--- config.mk ---
export PLATFORM = sky130hd
export DESIGN_NAME = instr_fetch
export DESIGN_NICKNAME = d
export VERILOG_FILES = /design/src/rtl/instr_fetch.sv
export SDC_FILE = /design/constraint.sdc
export NUM_CORES = 1
export LEC_CHECK = 0
export ABC_AREA = 0
export CAP_MARGIN = 20
export CORE_UTILIZATION = 53
export CTS_BUF_LIST = sky130_fd_sc_hd__clkbuf_8
export DETAILED_ROUTE_END_ITERATION = 8
export HOLD_SLACK_MARGIN = 0.03
export PLACE_DENSITY_LB_ADDON = 0.3
export SYNTH_ARGS = -nofsm -noshare
export SYNTH_HDL_FRONTEND = slang
export SYNTH_SLANG_ARGS = --single-unit
--- constraint.sdc ---
create_clock -name clk -period 2.5 [get_ports clk]
set_input_delay 0.375 -clock clk [delete_from_list [all_inputs] [get_ports clk]]
set_output_delay 0.375 -clock clk [all_outputs]
set_load 0.01 [all_outputs]
--- src/rtl/instr_fetch.sv ---
// Instruction fetch unit: owns the PC, drives instr_mem, and buffers
// returned words in a 2-entry FIFO behind a valid/ready handshake.
module instr_fetch #(
  parameter int                 ADDR_W   = 32,
  parameter int                 INSTR_W  = 32,
  parameter logic [ADDR_W-1:0]  RESET_PC = '0
) (
  input  logic               clk,
  input  logic               rst,
  output logic [ADDR_W-1:0]  addr,
  input  logic [INSTR_W-1:0] instr,
  input  logic               redirect_valid,
  input  logic [ADDR_W-1:0]  redirect_pc,
  output logic               out_valid,
  input  logic               out_ready,
  output logic [INSTR_W-1:0] out_instr,
  output logic [ADDR_W-1:0]  out_pc
);

  logic               r_infl;
  logic [ADDR_W-1:0]  r_infl_pc;
  logic [1:0]         r_count;
  logic [ADDR_W-1:0]  r_pc0;
  logic [ADDR_W-1:0]  r_pc1;
  logic [INSTR_W-1:0] r_ins0;
  logic [INSTR_W-1:0] r_ins1;

  logic               w_pop;
  logic               w_push;
  logic [1:0]         w_count_nx;
  logic               w_issue;
  logic               w_slot1;

  assign w_pop      = (r_count != 2'd0) & out_ready;
  assign w_push     = r_infl;
  assign w_count_nx = r_count + {1'b0, w_push} - {1'b0, w_pop};
  // Only fetch when the word can land in the FIFO without overflow.
  assign w_issue    = (w_count_nx <= 2'd1) & ~redirect_valid;
  // After a pop, a lone surviving entry sits in slot 0, so the
  // incoming word goes behind it only when nothing leaves.
  assign w_slot1    = (r_count == 2'd1) & ~w_pop;

  assign out_valid  = (r_count != 2'd0);
  assign out_pc     = r_pc0;
  assign out_instr  = r_ins0;

  // PC, in-flight tracking and occupancy; redirect flushes everything.
  always_ff @(posedge clk) begin
    if (rst) begin
      addr      <= RESET_PC;
      r_infl    <= 1'b0;
      r_infl_pc <= '0;
      r_count   <= 2'd0;
    end else if (redirect_valid) begin
      addr      <= redirect_pc;
      r_infl    <= 1'b0;
      r_count   <= 2'd0;
    end else begin
      r_count <= w_count_nx;
      r_infl  <= w_issue;
      if (w_issue) begin
        r_infl_pc <= addr;
        addr      <= addr + ADDR_W'(1);
      end
    end
  end

  // FIFO storage; slot 0 is the head and keeps its contents when empty.
  always_ff @(posedge clk) begin
    if (rst) begin
      r_pc0  <= '0;
      r_pc1  <= '0;
      r_ins0 <= '0;
      r_ins1 <= '0;
    end else if (!redirect_valid) begin
      if (w_pop && (r_count == 2'd2)) begin
        r_pc0  <= r_pc1;
        r_ins0 <= r_ins1;
      end
      if (w_push) begin
        if (w_slot1) begin
          r_pc1  <= r_infl_pc;
          r_ins1 <= instr;
        end else begin
          r_pc0  <= r_infl_pc;
          r_ins0 <= instr;
        end
      end
    end
  end

endmodule

---- Word-level counts from Yosys, hierarchy flattened ----
Cells that the tools add are included.
word-level totals
  bits in registers ....................... 195
  bits of input ports ..................... 68
  output and inout port bits .............. 97
  logic and storage cells ................. 33
cells by class
  add/sub/neg operators ................... 3
  magnitude comparators ................... 1
  eq/ne operators ......................... 2
  multiplexer cells ....................... 8
  bitwise gates (word level) .............. 5
  reductions and logical operators ........ 6
operator list
  cell                                                 number
  2-to-1 mux 32 bit                                    8
  adder 32 x 1 -> 32 bit, second input constant        1
  nonzero test 2 bit                                   2
  bitwise AND 1 bit                                    3
  AND reduction 3 bit                                  1
  adder 2 x 1 -> 2 bit                                 1
  == test 2 x 1 -> 1 bit, second input constant        1
  == test 2 bit, second input constant                 1
  <= comparator 2 x 1 -> 1 bit, second input constant  1
  NOT 1 bit                                            2
  AND reduction 2 bit                                  1
  OR reduction 2 bit                                   1
  subtractor 2 x 1 -> 2 bit                            1
  logical AND 1 bit                                    1

---- Logic depth before layout (Yosys ltp) ----
Gate-level depths: netlist of the first run.
  depth in word-level cells ............... 7
  mapped depth ............................ 9
  mapped depth without buffers ............ 8

---- Worst setup path before layout of the first run ----
No wires, ideal clock.
  path kind ............................... input port to flip-flop
  start point ............................. input port out_ready
  end point ............................... register addr[22]
  library setup time ...................... 0.091 ns
  arrival ................................. 2.173 ns
  required time ........................... 2.409 ns
  slack ................................... 0.236 ns
  cell stages on the path ................. 9
  buffers on the path ..................... 1
  cell sequence ........................... nor2b_2 > nand2_1 > nand2_1 > ha_1 > o21a_4 > or3_4 > buf_6 > or4_1 > a311oi_1
on the way
  word-level cells in the longest chain between the ends .. 5
ends and longest elaborated chain
  what                                 line  RTL
  start, declared                      15    input logic out_ready,
  bitwise AND 1 bit                    34    assign w_pop = (r_count != 2'd0) & out_ready;
  subtractor 2 x 1 -> 2 bit            36    assign w_count_nx = r_count + {1'b0, w_push} - {1'b0, w_pop};
  <= comparator 2 x 1 -> 1 bit         38    assign w_issue = (w_count_nx <= 2'd1) & ~redirect_valid;
  bitwise AND 1 bit                    38
  nonzero test 2 bit (no source line)  -
  end signal, assigned                 55    addr <= redirect_pc;
  end signal, assigned                 63    addr <= addr + ADDR_W'(1);
  end, declared                        10    output logic [ADDR_W-1:0] addr,
No other way between the ends.
A chain may end at the register's enable or synchronous reset.

---- Worst setup path after layout of the first run ----
  start point ............................. input port out_ready
  end point ............................... register addr[28]
The elaborated chain is that of the path after synthesis.

==> results of run 1 <==
[layer usage]
layer	part of all wire	track usage	vias up	wire length, um
li1	-	-	3703	-
met3	0.077	0.04467	29	1622
met2	0.45	0.4160	321	9426
met4	0.014	0.09284	0	305
met1	0.46	0.3971	3528	9692
met5	0	0	-	0
[cell families (layout without fill, tap and decap cells)]
family / after synthesis / in the layout
adders and majority gates: 2 / 2
DFF: 195 / 195
muxes: 34 / 34
xor gates and xnor gates: 9 / 9
and+or+nand+nor: 357 / 357
AOI/OAI and AO/OA: 257 / 257
buffers and inverters: 85 / 258
[synthesized netlist by cell type, types with 2 or more instances]
library cell  count
o22ai_1          65
xnor2_1           7
inv_1            10
nand3_1          14
xor2_1            2
a211oi_1         71
nor4_1            9
mux2i_1          34
or4_1             9
and3_1            3
clkbuf_1         69
o31a_1            4
or3_1             6
and2_1            3
nand4_1          11
and4_1            6
o31ai_1           9
a311oi_1         15
a2111oi_0         2
ha_1              2
o211ai_1          4
o21ai_0           8
a21oi_1          68
nor3_1            6
dfxtp_1         195
nor2_1          127
o21ai_1           2
buf_2             3
nand2_1         151
[per-stage QoR]
| stage | power [uW] | setup WS, ps |
|---|---|---|
| after floorplan | 3812 | 236.0 |
| after global placement | 4290 | -228.0 |
| after detailed placement | 4306 | -297.4 |
| after CTS | 6321 | 200.0 |
| after global routing | 6558 | 56.70 |
| final | 6285 | 172.9 |
[power breakdown]
group          total (uW)  switching [uW]  internal [uW]  leakage (uW)
registers            3360             125           3240       0.00159
clock network        2050            1080            968      0.000199
logic                 874             410            464       0.00189
[registers in the layout, indices dropped and copies added, names as in the netlist]
signal	cells
addr	32
out_instr	32
out_pc	32
r_infl_pc	32
r_ins1	32
r_pc1	32
r_count	2
r_infl	1
[worst reg2reg max path, stage by stage (launching register included)]
cell,delay (ps)
dfxtp_1,460
nor2b_2,80
nand2_1,70
nand2_1,50
ha_1,240
o21a_4,150
or3_4,440
or4_1,480
a311oi_1,260
[worst min-delay path by stage]
stage / slack [ps] / cells after the start / to
floorplan: 440 / 2 / r_ins1[0]$_SDFFE_PP0P_
global placement: 440 / 2 / r_ins1[27]$_SDFFE_PP0P_
detailed placement: 450 / 2 / r_pc1[8]$_SDFFE_PP0P_
CTS: 300 / 2 / r_infl_pc[27]$_SDFFE_PP0P_
global route: 330 / 2 / r_infl_pc[30]$_SDFFE_PP0P_
finish: 320 / 2 / r_infl_pc[25]$_SDFFE_PP0P_
[area by class of cell]
cell class,instances,area (um2),area share
clock buffers,20,275.3,0.02636
well taps,184,230.2,0.02205
flip-flops and latches,195,3904,0.3739
inverters,11,45.04,0.004314
multi-input cells,659,3744,0.3585
repair buffers,215,2113,0.2024
clock inverters,12,130.1,0.01246
==> results.cfg, run 1 <==
[clock_network]
clock_sinks = 195
cts_root_buffer = clkbuf_8
cts_buffers = 17
cts_resized = 0
clk_pin_slew_ps = 90
clk_latency_ps = 470
hold_buffers = 0
cts_tree = done
postCtsSetupRepairBufs = 0
cts_buffer_depth = 2
h-tree-depth = 4

[synth]
synth.distinct_cells = 53
netlist_instances = 939
synth_top_family_by_area = compound AO/OA/AOI/OAI gates
muxShareOfSynthArea = 0.04285
synth_adder_area_share = 0.003151
yosys.area_share.xor_xnor = 0.009926
yosysSeqAreaShare = 0.4916
synth_top_area_share = 0.4916
yosys_register_bits = 195
yosys.area_share.simple = 0.1969
syn_nets = 1009
avgSynthCellArea_um2 = 8.457
synth-compound-area-share = 0.2132
async_reset_ff_frac = 0
ys_top_cells_by_area = dfxtp_1 (49%), nand2_1 (7.1%), a211oi_1 (6.7%)
synth_largest_area_cell = dfxtp_1
synth_edf_count = 0
ys.flop_type = dfxtp_1
synthesis.area_um2 = 7941
yosys_warnings = 0

[flow_run]
drv_cap = 0

[routing]
drt-total-wl_mm = 21.05
first_pass_iters = 5
vias = 7581
vias_per_cell = 5.850
drc_errors = 0
avgRoutedWirePerCell_um = 16.24
final_antenna_net_count = 0
drt_iter0_markers = 603

[global_routing]
antenna_found_initial = 0
grt_overflow_total = 0
grt_pass1_vias = 6896
grt_pass1_wl_mm = 34.79
grt_max_degree = 67
grtUsageTotal = 0.2750

[timing]
max_slew_margin = 0.6119
fin_crit_sh = 0.9308
worst_pin_slew_ps = 582.2
rsz0062_at_grt = false
hold_ws_ps = 321.1
finalHoldViolations = 0
clock_skew_ps = 10.66
period_needed_ps = 2327
report.final.slew_viol_count = 0
fmax_mhz = 429.7
finalSetupViolCount = 0
tns_ps = 0

[final_layout]
drive_above_1_share = 0.08813
n_antenna_cell = 0
layout_commonest_cell = dfxtp_1
nFillCells = 1112
area_growth_pct = 31.48
final_util = 0.7157
nets = 1169
mostFrequentLayoutCells = dfxtp_1 (195), clkdlybuf4s50_1 (163), nand2_1 (151), nor2_1 (127), a211oi_1 (71)
final_area_um2 = 10440
finalNonFillerCells = 1296

[setup_path]
critPathRequiredTime_ps = 2880
crit_family = simple AND/OR/NAND/NOR gates
crit_top_cell = nand2_1
slowest_stage = or4_1
end_kind = flop
critPathLaunchType = primary input
cp-startpoint = out_ready
max_stage_delay_ps = 480
cp_max_fo = 10
ff2ff_setup_slack_ps = 200
reg2reg_to = addr[28]$_SDFFE_PP0P_
path_depth = 9
rr_startpoint = r_count[0]$_SDFF_PP0_
crit_buf_inv = 1
worstRegToRegCells = 8
criticalPathCategory = primary input to flop
endpoint = addr[28]$_SDFFE_PP0P_
cp.arrival_ps = 2710
path_cells = clkdlybuf4s50_1 -> nor2b_2 -> nand2_1 -> nand2_1 -> ha_1 -> o21a_4 -> or3_4 -> or4_1 -> a311oi_1

[placed_design]
gp_congestion = 0.9093
dp_cells = 1264
place_area_um2 = 10040
hpwlAfterDp_mm = 14.09
port_buffers = 164

[floorplanning]
num_rows = 44
die_area_um2 = 15480
die_h_um = 124.4
core_area_um2 = 14590
boundaryPins = 165
die_w_um = 124.4
start_util = 0.5443

[worst_hold_path]
hold_start = rst
hold_path.class = primary input to flop

[power_and_ir_drop]
p_per_area_nw_per_um2 = 601.9
ir_drop_mv = 0.3499
p_leak_uw = 0.003683

[outcome]
status = finished, final reports clean
(Power assumes the default switching activity.)
==> run 2, diff against run 1 <==
CORE_UTILIZATION = 65   (was 53)
DONT_BUFFER_PORTS = 1   (was default)
clock period = 2.3 ns   (was 2.5 ns; I/O delays follow)
==> results.cfg, run 2 (synthesized netlist as in run 1, its figures left out) <==
[floorplanning]
boundaryPins = 165
core_area_um2 = 11960
die_area_um2 = 12660
die_h_um = 112.5
start_util = 0.6639
num_rows = 40
die_w_um = 112.5

[setup_path]
cp_max_fo = 16
worstRegToRegCells = 8
end_kind = flop
critPathRequiredTime_ps = 2720
criticalPathCategory = flop to flop
cp.arrival_ps = 2760
critPathLaunchType = flop

[power_and_ir_drop]
p_per_area_nw_per_um2 = 722.1
seqPwrFrac = 0.537
switching_power_uw = 1710
p_leak_uw = 0.003520
switching_share = 0.2474
ir_drop_mv = 0.4858
pwr-share-comb = 0.098
p_total_uw = 6911
pwr-share-clk = 0.366
power.internal_uw = 5201

[final_layout]
n_antenna_cell = 0
layout_commonest_cell = dfxtp_1
final_area_um2 = 9570
area_growth_pct = 20.51
final_util = 0.8001
mostFrequentLayoutCells = dfxtp_1 (193), nand2_1 (151), nor2_1 (127), dlygate4sd3_1 (70), a211oi_1 (68)
drive_above_1_share = 0.1027
nets = 1070

[routing]
met1_length_mm = 9.045
first_pass_iters = 8
highest_layer = met4
route.met3.wl_mm = 2.333
avgRoutedWirePerCell_um = 19.98
drc_errors = 1
vias = 7733
final_antenna_net_count = 0
wl_met2_mm = 11.06
drt-total-wl_mm = 23.18
drt_iter0_markers = 879
vias_per_cell = 6.666

[timing]
hold_ws_ps = -59.32
finalSetupViolCount = 1
max_slew_margin = 0.4437
worst_pin_slew_ps = 834.4
finalHoldViolations = 7
clock_skew_ps = 12.68
rsz0062_at_grt = true
fmax_mhz = 427.1
fin_crit_sh = 1.018
report.final.slew_viol_count = 0
period_needed_ps = 2341
worst_slack_ps = -41.42

[clock_network]
cts_tree = done
cts_buffer_depth = 2
h-tree-depth = 4
cts_buffers = 17
clock_sinks = 195
clk_pin_slew_ps = 90
clk_latency_ps = 480
cts_root_buffer = clkbuf_8

[global_routing]
grtUsageTotal = 0.3481
antenna_found_initial = 0
grt_pass1_vias = 7195
grt_pass1_wl_mm = 35.05
grt_overflow_total = 0
grt_max_degree = 196

[placed_design]
port_buffers = 0
gp_congestion = 0.9715
hpwlAfterDp_mm = 13.06
place_area_um2 = 8189

[flow_run]
drv_cap = 0

[worst_hold_path]
whs_path_depth = 1
hold_path.class = primary input to flop

[outcome]
status = finished with violations
failed_checks = design-rule violations, negative hold slack, negative setup slack
-- run 2: changes by cell type in the layout (fill, tap and decap cells not counted), moves of 3 or more --
cell,previous run,this run
buf_12,7,4
clkdlybuf4s50_1,163,0
bufinv_16,2,5
clkbuf_16,0,3
a211oi_1,71,68
dlygate4sd3_1,0,70
buf_4,44,36
a211oi_2,0,3
-- run 2: power by group through the flow --
stage	Sequential [uW]	Clock [uW]	Combinational, uW
floorplan	3760	0	382
global placement	3770	0	472
detailed placement	3780	0	494
CTS	3700	2540	601
global route	3730	2690	732
finish	3710	2530	675
-- run 2: final timing paths --
kind,startpoint,end,slack (ps)
max,r_infl$_SDFF_PP0_,out_instr[5]$_SDFFE_PP0N_,-40
min,rst,addr[13]$_SDFFE_PP0P_,-60
max reg2reg,r_infl$_SDFF_PP0_,out_instr[5]$_SDFFE_PP0N_,-40
min reg2reg,r_pc1[30]$_SDFFE_PP0P_,r_pc1[30]$_SDFFE_PP0P_,460
-- run 2: repair_timing --
item,in CTS,in global routing
hold buffers,65,5
gates cloned,0,4
hold endpoints to repair,192,128
setup buffers,0,7
resized for setup,1,16
setup endpoints to repair,1,69
pin swaps,0,2
-- run 2: final cells by class --
| class | instances | area [um2] |
|---|---|---|
| Sequential cell | 195 | 3906 |
| Multi-Input combinational cell | 659 | 3804 |
| Fill cell | 751 | 2391 |
| Timing Repair Buffer | 116 | 1164 |
| Clock buffer | 19 | 261.5 |
| Clock inverter | 13 | 206.4 |
| Tap cell | 147 | 183.9 |
| Inverter | 11 | 45.04 |
-- run 2: metal layers --
metal  track usage  up-vias
li1              -     3508
met1        0.4246     3670
met2        0.5586      466
met3        0.1042       89
met4        0.1796        0
met5             0        -
-- run 2: stage by stage --
step	worst slack (ps)	TNS [ps]	cells
floorplan	66.00	0	939
global placement	73.19	0	1047
detailed placement	14.06	0	1047
CTS	26.75	0	1144
global route	-90.17	-1201	1160
finish	-41.42	-41.42	1160
-- run 2: critical path, cell delays in order (launching register included) --
cell,delay (ps)
dfxtp_2,430
inv_1,170
a21o_1,220
a21oi_4,150
buf_4,180
clkbuf_16,200
nor2_1,60
a211oi_1,280
dlygate4sd3_1,600
==> patch 1, RTL diff (flow settings as in run 2) <==
Change the parameter `ADDR_W` from 32 to 36.
--- a/src/rtl/instr_fetch.sv
+++ b/src/rtl/instr_fetch.sv
@@ -3,3 +3,3 @@
 module instr_fetch #(
-  parameter int                 ADDR_W   = 32,
+  parameter int                 ADDR_W   = 36,
   parameter int                 INSTR_W  = 32,
Ports: changed (resized addr, out_pc and redirect_pc); port bits go from 165 to 177. No check against the original RTL was run, so the function may have changed too.
==> patch 1 against run 2 <==
  * The flow finishes with violations (negative hold slack)
  * Synthesized cell count increased by 8.2%
  * Worst setup slack improved by 0.10 ns
  * Utilization increased by 0.75 points
  * First-iteration DRC count decreased by 9.3%
  * Final area increased by 11%
  * Sequential cell count increased by 16
  * Routed wire length increased by 4.9%
  * Total power increased by 15%
  * Synthesized area increased by 10%
  * Critical endpoint is now addr[17]$_SDFFE_PP0P_
==> patch 1: results (changes against run 2) <==
Distinct cell type count of the synthesized netlist: 55 (was 53). The number of antenna violations at the first check in global routing was 1 (was 0). The average wire length per cell after detail routing came out at 18.77 um (was 19.98 um). Number of clock buffers in the layout: 49 (was 19). The number of violations reported at the end of detailed-routing iteration 0 is 797 (was 879), and the worst vdd rail ir drop is 511.1 uV (was 485.8 uV). The total vias in the final route is 8045 (was 7733). Total global routing track utilization: 0.3434 (was 0.3481). The number of CTS-inserted buffers came out at 34 (was 17). The first-pass GRT wire length came out at 38.98 mm (was 35.05 mm).

The non-clock inverter instance count of the final layout came out at 13 (was 11). Standard cell with the maximum stage delay on the critical path: or4b_4 (was dlygate4sd3_1). The logs give 0.6499 (was 0.4437) for the max-slew headroom at the worst pin and 0.06 ns (was -0.04 ns) for the worst-case register-to-register setup slack. The clock latency reported for the late side of the worst-skew pair came out at 0.52 ns (was 0.48 ns). The sink of the worst hold path is out_instr[0]$_SDFFE_PP0N_ (was addr[13]$_SDFFE_PP0P_). Area fraction in compound gates after synthesis: 0.2237 (was 0.2132).

For the total half-perimeter wirelength after legalization and detailed placement, the log shows 13.82 mm (was 13.06 mm). The cell depth of the worst flop-to-flop path was 7 (was 8). Top cells by instance count after synthesis: dfxtp_1, nand2_1, nor2_1 (unchanged).

The run finished, with violations left. The worst-path maximum fanout was 8 (was 16). Failing checks: negative hold slack (was design-rule violations, negative hold slack, negative setup slack). The antenna diode count is 1 (was 0).

The non-clock buffer area fraction after layout was 0.1163 (was 0.1216); the total number of sequential cells was 211 (was 195). The logs give 33 (was 7) for the number of hold violations in the final report and 0.4830 (was 0.4916) for the share of the yosys chip area belonging to registers. Worst clock skew: 0.01484 ns (was 0.01268 ns). The leakage power total is 4.043 nW (was 3.520 nW).

The placement-stage worst setup slack came out at 0.04848 ns (was 0.01406 ns). Post-synthesis xor/xnor area fraction: 0.02303 (was 0.009926). The smallest hold slack was -0.08436 ns (was -0.05932 ns). The length of the first detailed-routing pass in iterations was 6 (was 8).

The run gives 7935 (was 7195) as the number of global-route vias before repair. Leading cell types by total area after synthesis: dfxtp_1, a211oi_1, nand2_1 (was dfxtp_1, nand2_1, a211oi_1).
-- patch 1: cell types whose count changed after synthesis, sizes merged, moves of 9 or more --
cell,delta
a211oi,+20
a21oi,+16
dfxtp,+16
xnor2,+16
buf,+11
nor2,+10
a311oi,-9
o31ai,-9
-- patch 1: per-stage QoR --
stage	hold WS, ns	utilization	instances
floorplan	0.4360	-	1016
global placement	0.4248	0.6917	1161
detailed placement	0.4283	0.6917	1161
CTS	-0.1175	0.8026	1295
global route	-0.1187	0.8076	1296
finish	-0.08436	0.8076	1296
-- patch 1: worst max-delay path by stage --
stage | endpoint | depth (start not counted) | start | slack [ns]
after floorplan | addr[17]$_SDFFE_PP0P_ | 9 | r_count[0]$_SDFF_PP0_ | 0.008
after CTS | addr[17]$_SDFFE_PP0P_ | 7 | r_count[0]$_SDFF_PP0_ | 0.009
final | addr[17]$_SDFFE_PP0P_ | 7 | r_count[0]$_SDFF_PP0_ | 0.06
after global placement | addr[23]$_SDFFE_PP0P_ | 7 | r_count[0]$_SDFF_PP0_ | 0.08
after detailed placement | addr[23]$_SDFFE_PP0P_ | 7 | r_count[0]$_SDFF_PP0_ | 0.05
after global routing | addr[23]$_SDFFE_PP0P_ | 7 | r_count[0]$_SDFF_PP0_ | -0.03
-- patch 1: layer usage --
metal | GRT usage | part of all wire | vias to the layer above
met3 | 0.09109 | 0.086 | 69
met4 | 0.1627 | 0.035 | 0
met5 | 0 | 0 | -
li1 | - | - | 3770
met2 | 0.5636 | 0.47 | 397
met1 | 0.4182 | 0.41 | 3809
-- patch 1: where the power goes --
part | internal, mW | switching (mW) | total [mW]
registers | 3.81 | 0.161 | 3.97
logic | 0.267 | 0.356 | 0.623
clock network | 1.88 | 1.47 | 3.35
total | 5.96 | 1.99 | 7.95
==> patch 2, RTL diff (flow settings as in run 2) <==
Without the edit above. Reset style: asynchronous (`rst`), changed in 2 clocked blocks.
--- a/src/rtl/instr_fetch.sv
+++ b/src/rtl/instr_fetch.sv
@@ -47,3 +47,3 @@
   // PC, in-flight tracking and occupancy; redirect flushes everything.
-  always_ff @(posedge clk) begin
+  always_ff @(posedge clk or posedge rst) begin
     if (rst) begin
@@ -68,3 +68,3 @@
   // FIFO storage; slot 0 is the head and keeps its contents when empty.
-  always_ff @(posedge clk) begin
+  always_ff @(posedge clk or posedge rst) begin
     if (rst) begin
Formal check against the unedited RTL: differs if rst is asserted again (counterexample within 4 cycles, from zero or initial values and one cycle with rst high); with rst held inactive, the same outputs for 4 cycles.
==> patch 2 against run 2 <==
  * The run ends with negative setup slack left
  * Sequential share of layout area up 7.1 points
  * First-iteration DRC count shrank 36%
  * Synthesized area up 6.3%
  * Maximum frequency is 4.4% lower
  * Final area increased by 6.4%
  * Utilization rose by 0.65 points
  * Sequential cell count stayed put
  * Worst setup slack lost 0.11 ns
  * Global-route usage shrank 0.45 points
  * Synthesized cell count fell by 22%
  * Die area rose by 6.2%
  * Routed wire length is 3.8% lower
  * Highest routed layer unchanged
Power is not compared: it rests on default switching activity, and its combinational part moved more than twofold at a synthesized area within 25%.
==> patch 2: results (changes against run 2) <==
The average wire length per cell after detail routing came out at 22.20 um (was 19.98 um). The number of violations reported at the end of detailed-routing iteration 0 was 561 (was 879); the number of global-route vias before repair was 6777 (was 7195). Length of the first detailed-routing pass in iterations: 5 (was 8). The cell count of the worst hold path came out at 2 (was 1).

The run gives 0.3435 (was 0.3481) as the total global routing track utilization. The global routing met3 resource utilization was 0.09676 (was 0.1042). The logs give 2.85 ns (was 2.76 ns) for the arrival time at the worst endpoint and 603.6 uV for the worst vdd rail ir drop.

For the placement-stage worst setup slack, the log shows -0.1645 ns (was 0.01406 ns). For the number of buffers between clock root and the deepest sink, the log shows 2 (unchanged). The fraction of final layout cells sized beyond drive strength 1 is 0.2653 (was 0.1027), and the worst-path maximum fanout is 3 (was 16). Launching point of the worst reg2reg path: r_count[0]$_DFF_PP0_ (was r_infl$_SDFF_PP0_). The peak per-stage delay on the critical path is 0.42 ns (was 0.60 ns), and the cell depth of the worst flop-to-flop path is 10 (was 8).

The first-pass GRT wire length came out at 34.63 mm (was 35.05 mm). Met1 track demand over resource in global routing: 0.4143 (was 0.4246). The global placement routability congestion is 0.8552 (was 0.9715). The flow ran to the end, but the final reports show violations. The total net switching power came out at 2.615 mW. For the least setup slack across all paths after layout, the log shows -0.1488 ns (was -0.04142 ns).

Maximum number of pins on one net before global-route repair: 90 (was 196). The tools report the total setup violations reported at the end of the flow as 47 (was 1). Worst clock skew: 0.01115 ns (was 0.01268 ns). The tools report the distinct cell type count of the synthesized netlist as 48 (was 53). Failing checks: negative setup slack (was design-rule violations, negative hold slack, negative setup slack). Top cells by instance count after synthesis: dfrtp_1, mux2_2, nand2_1 (was dfxtp_1, nand2_1, nor2_1). The tools report the beginning of the worst hold path as redirect_pc[24] (was rst). Leading cell types by total area after synthesis: dfrtp_1, mux2_2, a22oi_1 (was dfxtp_1, nand2_1, a211oi_1). For the post-layout net count, the log shows 891 (was 1070).

The share of the yosys chip area belonging to registers is 0.5778 (was 0.4916), and the routing usage on met2 is 0.5615 (was 0.5586). The async set or reset register ratio after synthesis was 1.000 (was 0); the total half-perimeter wirelength after legalization and detailed placement was 13.56 mm (was 13.06 mm). The sink of the worst hold path was addr[24]$_DFFE_PP0P_ (was addr[13]$_SDFFE_PP0P_).

The run gives 800 (was 1009) as the number of nets in the synthesized netlist. The run gives 0.4697 (was 0.4437) as the max-slew headroom at the worst pin. Standard cell with the maximum stage delay on the critical path: dfrtp_1 (was dlygate4sd3_1).

The antenna diode count came out at 0 (unchanged). The via density per instance is 6.588 (was 6.666). The tools report the terminus of the critical flop-to-flop path as addr[18]$_DFFE_PP0P_ (was out_instr[5]$_SDFFE_PP0N_).
-- patch 2: power groups by stage --
stage | clock network [mW] | registers [mW] | logic, mW
after global placement | 0 | 4.97 | 1.31
after CTS | 2.28 | 4.98 | 1.53
after global routing | 2.42 | 5.11 | 1.71
final | 2.25 | 5.02 | 1.56
after floorplan | 0 | 4.91 | 1.02
after detailed placement | 0 | 5.04 | 1.40
-- patch 2: worst max path at each step --
stage                               from                   end  depth (start not counted)
finish              r_count[0]$_DFF_PP0_  addr[18]$_DFFE_PP0P_                         10
CTS                 r_count[0]$_DFF_PP0_  addr[18]$_DFFE_PP0P_                         10
floorplan                            rst   addr[0]$_DFFE_PP0P_                          1
global placement    r_count[0]$_DFF_PP0_  addr[15]$_DFFE_PP0P_                         10
detailed placement  r_count[0]$_DFF_PP0_  addr[19]$_DFFE_PP0P_                         10
global route        r_count[0]$_DFF_PP0_  addr[18]$_DFFE_PP0P_                         10
-- patch 2: routing by layer --
metal	vias up	part of all wire
met4	0	0.039
met5	-	0
met3	83	0.089
li1	2840	-
met1	3339	0.38
met2	359	0.49
-- patch 2: cells by family after synthesis --
| kind of cell | count (synthesis) | synth area share |
|---|---|---|
| buffers and inverters | 56 | 0.03037 |
| XOR/XNOR | 9 | 0.009333 |
| adder cells (fa/ha/maj) | 2 | 0.002962 |
| multiplexers | 99 | 0.1319 |
| AND/OR/NAND/NOR | 189 | 0.1107 |
| flip-flops | 195 | 0.5778 |
| AO/OA/AOI/OAI | 180 | 0.1370 |
-- patch 2: cell type report --
class,count,area [um^2]
fill,748,2441
multi-input combinational,479,3437
timing repair buffer,122,1219
tap,172,215.2
clock buffer,19,261.5
clock inverter,12,140.1
inverter,6,26.28
sequential,195,4880
-- patch 2: repair_timing --
item / in CTS / in global routing
endpoints found under the hold margin: 147 / 0
hold buffers: 58 / 0
gates resized for setup: 7 / 15
pin swaps: 5 / 17
buffers inserted: 6 / 3
setup endpoints to repair: 12 / 56
-- patch 2: through the flow --
step                std cells  area (um^2)   TNS (ns)  hold slack [ns]
finish                   1005        10180     -3.235          0.03836
global route             1005        10180     -9.174          0.03868
CTS                      1002        10090    -0.2659          0.03023
detailed placement        907         9016    -0.8731           0.3901
global placement          907         9016  -0.009545           0.3812
floorplan                 730         8467    -110.14           0.4649
-- patch 2: critical path: cells and delay by family (launching register included) --
kind	cells	cell delay (ns)
AND/OR/NAND/NOR	6	1.35
flip-flops	1	0.42
AO/OA/AOI/OAI	2	0.30
buffers and inverters	1	0.18
adder cells (fa/ha/maj)	1	0.13
